--- src/rtl/csa_pkg.sv ---
// Sizing helpers for the carry-save compressor tree: how many 3:2 levels a given
// operand count needs and how many vectors survive at each level.
package csa_pkg;

    function automatic int unsigned clog2(input int unsigned v);
        int unsigned r;
        r = 0;
        for (int i = 0; i < 32; i++) begin
            if ((64'(1) << r) < 64'(v)) begin
                r++;
            end
        end
        return r;
    endfunction

    // Every full group of three becomes two; leftovers pass through untouched.
    function automatic int unsigned next_count(input int unsigned v);
        return 2 * (v / 3) + (v % 3);
    endfunction

    function automatic int unsigned count_at(input int unsigned n, input int unsigned lvl);
        int unsigned v;
        v = n;
        for (int unsigned i = 0; i < lvl; i++) begin
            v = next_count(v);
        end
        return v;
    endfunction

    function automatic int unsigned num_levels(input int unsigned n);
        int unsigned v;
        int unsigned lv;
        v  = n;
        lv = 0;
        for (int i = 0; i < 256; i++) begin
            if (v > 2) begin
                v = next_count(v);
                lv++;
            end
        end
        return lv;
    endfunction

endpackage

--- src/rtl/csa_3to2.sv ---
// Single 3:2 carry-save compressor; the carry output is already weighted by two.
module csa_3to2 #(
    parameter int unsigned Width = 8
) (
    input  logic [Width-1:0] x,
    input  logic [Width-1:0] y,
    input  logic [Width-1:0] z,
    output logic [Width-1:0] s,
    output logic [Width-1:0] c
);

    logic [Width-1:0] maj;

    assign s   = x ^ y ^ z;
    assign maj = (x & y) | (x & z) | (y & z);
    // Top majority bit falls off; the extension width guarantees it is zero.
    assign c   = maj << 1;

endmodule

--- src/rtl/carry_save_adder.sv ---
// Reduces N unsigned W-bit operands to a registered redundant (sum, cout) pair
// through a purely combinational tree of 3:2 compressors.
module carry_save_adder
    import csa_pkg::*;
#(
    parameter int unsigned N = 256,
    parameter int unsigned E = 8,
    parameter int unsigned W = 4
) (
    input  logic             clk,
    input  logic             rst,
    input  logic [W*N-1:0]   a,
    output logic [W+E-1:0]   sum,
    output logic [W+E-1:0]   cout
);

    localparam int unsigned Vw     = W + E;
    localparam int unsigned Levels = num_levels(N);

    if (N < 3) begin : g_bad_n
        $error("carry_save_adder: N must be at least 3");
    end
    if (E < clog2(N)) begin : g_bad_e
        $error("carry_save_adder: E too small to hold the sum of N operands");
    end

    // vec[l][j] is vector j entering level l; slots beyond the live count are tied to zero.
    logic [Vw-1:0] vec [Levels+1][N];

    for (genvar k = 0; k < N; k++) begin : g_in
        assign vec[0][k] = Vw'(a[k*W +: W]);
    end

    for (genvar l = 0; l < Levels; l++) begin : g_level
        localparam int unsigned Cnt     = count_at(N, l);
        localparam int unsigned Grp     = Cnt / 3;
        localparam int unsigned NextCnt = next_count(Cnt);

        for (genvar g = 0; g < N / 3; g++) begin : g_csa
            if (g < Grp) begin : g_inst
                csa_3to2 #(
                    .Width(Vw)
                ) u_csa (
                    .x(vec[l][3*g]),
                    .y(vec[l][3*g+1]),
                    .z(vec[l][3*g+2]),
                    .s(vec[l+1][2*g]),
                    .c(vec[l+1][2*g+1])
                );
            end
        end

        for (genvar j = 0; j < N; j++) begin : g_fill
            if (j >= 2 * Grp && j < NextCnt) begin : g_pass
                assign vec[l+1][j] = vec[l][j+Grp];
            end else if (j >= NextCnt) begin : g_zero
                assign vec[l+1][j] = '0;
            end
        end
    end

    logic [Vw-1:0] sum_d, sum_q;
    logic [Vw-1:0] cout_d, cout_q;

    always_comb begin
        sum_d  = vec[Levels][0];
        cout_d = vec[Levels][1];
    end

    always_ff @(posedge clk or posedge rst) begin
        if (rst) begin
            sum_q  <= '0;
            cout_q <= '0;
        end else begin
            sum_q  <= sum_d;
            cout_q <= cout_d;
        end
    end

    assign sum  = sum_q;
    assign cout = cout_q;

endmodule

--- config.mk ---
export PLATFORM = sky130hd
export DESIGN_NAME = carry_save_adder
export DESIGN_NICKNAME = d
export VERILOG_FILES = /design/src/rtl/csa_pkg.sv /design/src/rtl/csa_3to2.sv /design/src/rtl/carry_save_adder.sv
export SDC_FILE = /design/constraint.sdc
export NUM_CORES = 2
export LEC_CHECK = 0
export CAP_MARGIN = 20
export CORE_AREA = 5 5 404 406
export CTS_CLUSTER_SIZE = 10
export DETAILED_ROUTE_END_ITERATION = 8
export DIE_AREA = 0 0 409 411
export HOLD_SLACK_MARGIN = 0.08
export PLACE_DENSITY = 0.51
export SLEW_MARGIN = 20
export SYNTH_ARGS = -nofsm -noshare
export SYNTH_HDL_FRONTEND = slang
export SYNTH_SLANG_ARGS = --single-unit
--- constraint.sdc ---
create_clock -name clk -period 0.8 [get_ports clk]
set_input_delay 0.16 -clock clk [delete_from_list [all_inputs] [get_ports clk]]
set_output_delay 0.16 -clock clk [all_outputs]
set_load 0.02 [all_outputs]
# ---- Word-level counts from Yosys, hierarchy flattened
# Index checks and enable logic that the tools add are counted.
dict set report totals {
  reg_bits 23
  out_inout_bits 24
  word_cells 1780
  input_bits 1026
}
dict set report op_classes {
  bitwise 1778
}
# op count
set op_table {}
lappend op_table {{$and 11x11->11} 505}
lappend op_table {{$or 11x11->11} 423}
lappend op_table {{$xor 12x12->12} 252}
lappend op_table {{$and 4x4->4} 255}
lappend op_table {{$or 11x4->11} 85}
lappend op_table {{$xor 12x4->12} 57}
lappend op_table {{$xor 4x4->4} 170}
lappend op_table {{$xor 4x12->12} 29}
lappend op_table {{$and 11x4->11} 2}

# ---- Logic depth before layout (Yosys ltp)
dict set report depth {
  ltp_word 39
  depth_mapped 25
  depth_no_buf 25
}

# ---- By module
# From an unflattened synthesis, not the netlist that was laid out.
dict set report hier_totals {
  cells_unflattened 3582
  hier_area_um2 65440.3
}
# mod n_inst cells_each area_each_um2 seq_area_each_um2
set by_module_without_submodules {}
lappend by_module_without_submodules {csa_3to2 254 14 255.2 0.0}
lappend by_module_without_submodules {carry_save_adder 1 26 608.1 600.6}

# ---- Worst setup path after synthesis
# No wires, ideal clock.
dict set report synth_timing {
  path_type {input to register}
  startpoint {input a[950]}
  endpoint {register sum_q[3], in the netlist sum[3]}
  required_time_ps 665
  arrival_time_ps 7008
  path_stages 23
  path_buffers 0
  setup_time_ps 135
  path_slack_ps -6343
  cell_sequence {inv_1 -> fa_1 -> inv_1 -> fa_1 -> inv_1 -> fa_1 -> inv_1 -> fa_1 -> inv_1 -> fa_1 -> inv_1 -> fa_1 -> inv_1 -> fa_1 -> fa_1 -> inv_1 -> fa_1 -> inv_1 -> fa_1 -> fa_1 -> fa_1 -> inv_1 -> fa_1}
}
dict set report synth_between {
  elab_chain_len 24
  word_cells_on_any_way 80
  classes_between {bitwise (80)}
}
# item line
set synth_rtl {}
lappend synth_rtl {{start: declaration} carry_save_adder.sv:12} ;# input logic [W*N-1:0] a,
lappend synth_rtl {{$xor 4x4->4 / $and 4x4->4 (equally long branches)} {csa_3to2.sv:14, csa_3to2.sv:15}}
lappend synth_rtl {{$xor 4x4->4 / $or 11x11->11 (equally long branches)} {csa_3to2.sv:14, csa_3to2.sv:15}}
lappend synth_rtl {{$and 11x11->11 / $or 11x4->11 (equally long branches)} csa_3to2.sv:15} ;# assign maj = (x & y) | (x & z) | (y & z);
lappend synth_rtl {{$or 11x11->11 / $xor 12x4->12 (equally long branches)} {csa_3to2.sv:15, csa_3to2.sv:14}}
lappend synth_rtl {{$or 11x11->11 / $xor 12x12->12 (equally long branches)} {csa_3to2.sv:15, csa_3to2.sv:14}}
lappend synth_rtl {{$xor 12x12->12 (17 in series)} csa_3to2.sv:14} ;# assign s = x ^ y ^ z;
lappend synth_rtl {{$xor 12x12->12 * (2 in series)} csa_3to2.sv:14}
lappend synth_rtl {{net g_level[12].g_csa[0].g_inst.u_csa.s[3]} csa_3to2.sv:8} ;# output logic [Width-1:0] s,
lappend synth_rtl {{end signal: assignment} carry_save_adder.sv:75} ;# sum_q <= sum_d;
lappend synth_rtl {{end: declaration} carry_save_adder.sv:62} ;# logic [Vw-1:0] sum_d, sum_q;
# The timed path passes the listed nets; every way through them passes the cells marked *.

# ---- Worst setup path after layout
dict set report layout_timing {
  startpoint {input a[210]}
  endpoint {register sum_q[3], in the netlist sum[3]}
}
dict set report layout_between {
  elab_chain_len 26
  word_cells_on_any_way 79
  classes_between {bitwise (79)}
}
# item line
set layout_rtl {}
lappend layout_rtl {{$xor 4x4->4 (2 in series)} csa_3to2.sv:14}
lappend layout_rtl {{$xor 12x4->12} csa_3to2.sv:14}
lappend layout_rtl {{$xor 12x12->12} csa_3to2.sv:14}
lappend layout_rtl {{$xor 12x12->12 / $and 11x11->11 (equally long branches)} {csa_3to2.sv:14, csa_3to2.sv:15}}
lappend layout_rtl {{$xor 12x12->12 / $or 11x11->11 (equally long branches)} {csa_3to2.sv:14, csa_3to2.sv:15}}
lappend layout_rtl {{$and 11x11->11 / $or 11x11->11 (equally long branches)} csa_3to2.sv:15}
lappend layout_rtl {{$or 11x11->11 / $xor 12x12->12 (equally long branches) (2 in series)} {csa_3to2.sv:15, csa_3to2.sv:14}}
lappend layout_rtl {{$xor 12x12->12 (15 in series)} csa_3to2.sv:14}
lappend layout_rtl {{$xor 12x12->12 * (2 in series)} csa_3to2.sv:14}
lappend layout_rtl {{net g_level[12].g_csa[0].g_inst.u_csa.s[3]} csa_3to2.sv:8}
# Marks and branches as above.

==> metrics.yaml <==
grt_max_degree: 22
cp_cell_sequence: "dlygate4sd2_1 > fa_1 > clkinvlp_4 > fa_2 > inv_2 > fa_2 > fa_1 > fa_1 > fa_1 > inv_1 > fa_2 > fa_2 > fa_2 > fa_2 > fa_2 > fa_1 > inv_2 > fa_2"
initial_utilization: 0.184
dp_cells: 5998
period_share: 9.07
rsz0062_at_grt: "true"
status: "finished with violations"
crit_path_end_kind: "flip-flop"
dr.pass1.iters: 4
antenna_found_initial: 39
synth.cell_area_um2: 29400
crit_buf_inv: 5
ys_ff_latch: 21
synth-seq-area-share: 0.0179
h-tree-depth: 1
dp_hpwl_um: 128000
crit_slowest_cell: "fa_2"
num_vias: 20400
grt_pass1_wl_um: 183000
num_rows: 147
crit_top_cell: "fa_2"
die_w_um: 409
final_hold_viol_count: 0
crit_fanout: 1
first_global_vias: 25400
cts.path.max_buffers: 2
setup_viol: 42
gp_congestion: 0.926
hold_class: "primary input to async pin"
failed_checks: "setup timing"
holdWs_ns: 0.207
area_growth_pct: 51.2
fin_crit_ns: 7.25
wl_per_cell_um: 21.6
final_util: 0.278
synth_cell_type_count: 6
die_area_um2: 168000
wirelength_um: 130000
synthTopCellsByArea: "fa_1 (68%), inv_1 (20%), ha_1 (9.4%), dfrtp_1 (1.8%), buf_4 (0.077%)"
cp_slowest_stage_delay_ns: 0.60
final_cell_mix: "inv_1 (1,063), fa_1 (551), inv_2 (516), fa_2 (452), clkdlybuf4s50_1 (436)"
drc_errors: 0
cts_sinks: 21
die_y_um: 411
coreArea_um2: 159000
post_cts_buffers: 0
cp.arrival_ns: 7.47
drive_above_1_share: 0.294
finalNonFillerCells: 6018
ys_warn_count: 0
drv_cap: 0
cts_root_buf: "clkbuf_16"
cp-start-kind: "primary input"
ant_nets: 0
fin_nets: 6157
fin_ws_ns: -6.45
pin_count: 1050
avgSynthCellArea_um2: 10.3
yosysTopAreaCellShare: 0.684
cts_made_buffers: 3
vias_per_cell: 3.39
syn_inst: 2839
synth.largest_area_cell: "fa_1"
cts_tree: "built"
clkTransAtPathRegs_ns: 0.07
final_max_slew_viol_count: 0
max_freq_mhz: 138
cts_hold_buffers: 0
grt_usage: 0.155
port_buffers: 1046
grt_overflow: 0
crit_required_ns: 1.01
critical_path_class: "primary input to flip-flop"
final_common_cell: "inv_1"
drt-initial-drc-count: 417
critPathTopFamily: "adder cells"
## registers in the layout, summed over array words and instances, names as in the netlist
| register | cells |
|---|---|
| cout | 9 |
| sum | 12 |
## final timing paths
check,startpoint,end,slack [ns],cells past startpoint
worst max-delay path,a[210],sum[3]$_DFF_PP0_,-6.45,18
worst min-delay path,rst,cout[11]$_DFF_PP0_,0.21,3
max in group asynchronous,rst,cout[4]$_DFF_PP0_,0.40,3
min in group clk,sum[4]$_DFF_PP0_,sum[4],0.91,1
## synth_stat cells
master / number
conb_1: 1
buf_4: 3
ha_1: 220
inv_1: 1591
dfrtp_1: 21
fa_1: 1003
## tightest hold or removal path, delay by kind of cell
kind | cells | cell delay (ns)
buffers and inverters | 3 | 0.66
## routing by layer
layer,global-route usage,vias to the layer above,wire [um]
li1,-,9313,-
met1,0.202,10500,54500
met2,0.277,527,67400
met3,0.0297,78,6790
met4,0.0142,24,1060
met5,0,-,171
## metrics by stage
step                      worst slack, ns  setup TNS [ns]  instance area (um^2)
after CTS                           -6.53         -127.48                 43800
after global placement              -7.25         -137.78                 43300
after detailed placement            -7.22         -137.96                 43300
after global routing                -6.63         -128.25                 44400
after floorplan                     -6.14         -115.63                 29800
final                               -6.45         -124.78                 44400
## timing repair
item	in CTS	in global routing
pin swaps	573	291
setup endpoints to repair	42	42
resized for setup	1219	458
## cells by family (layout without fill, tap and decap cells)
logic type	after synthesis	count (layout)	synth area share
buf+inv	1594	2660	0.204
fa+ha+maj	1223	1223	0.778
flops	21	21	0.0179
other cells	1	28	0.000128
## cell type report
cell class              count  area (um^2)
multi-input cells        1226        24700
flip-flops and latches     21          532
clock inverters             1         7.51
inverters                1591         6010
well taps                2086         2610
diodes                     25         62.6
clock buffers               3         75.1
fillers                 17000       115000
repair buffers           1065        10400
Power is not shown: default switching activity piles up to over one toggle a cycle in this logic, so the estimate is an artifact.
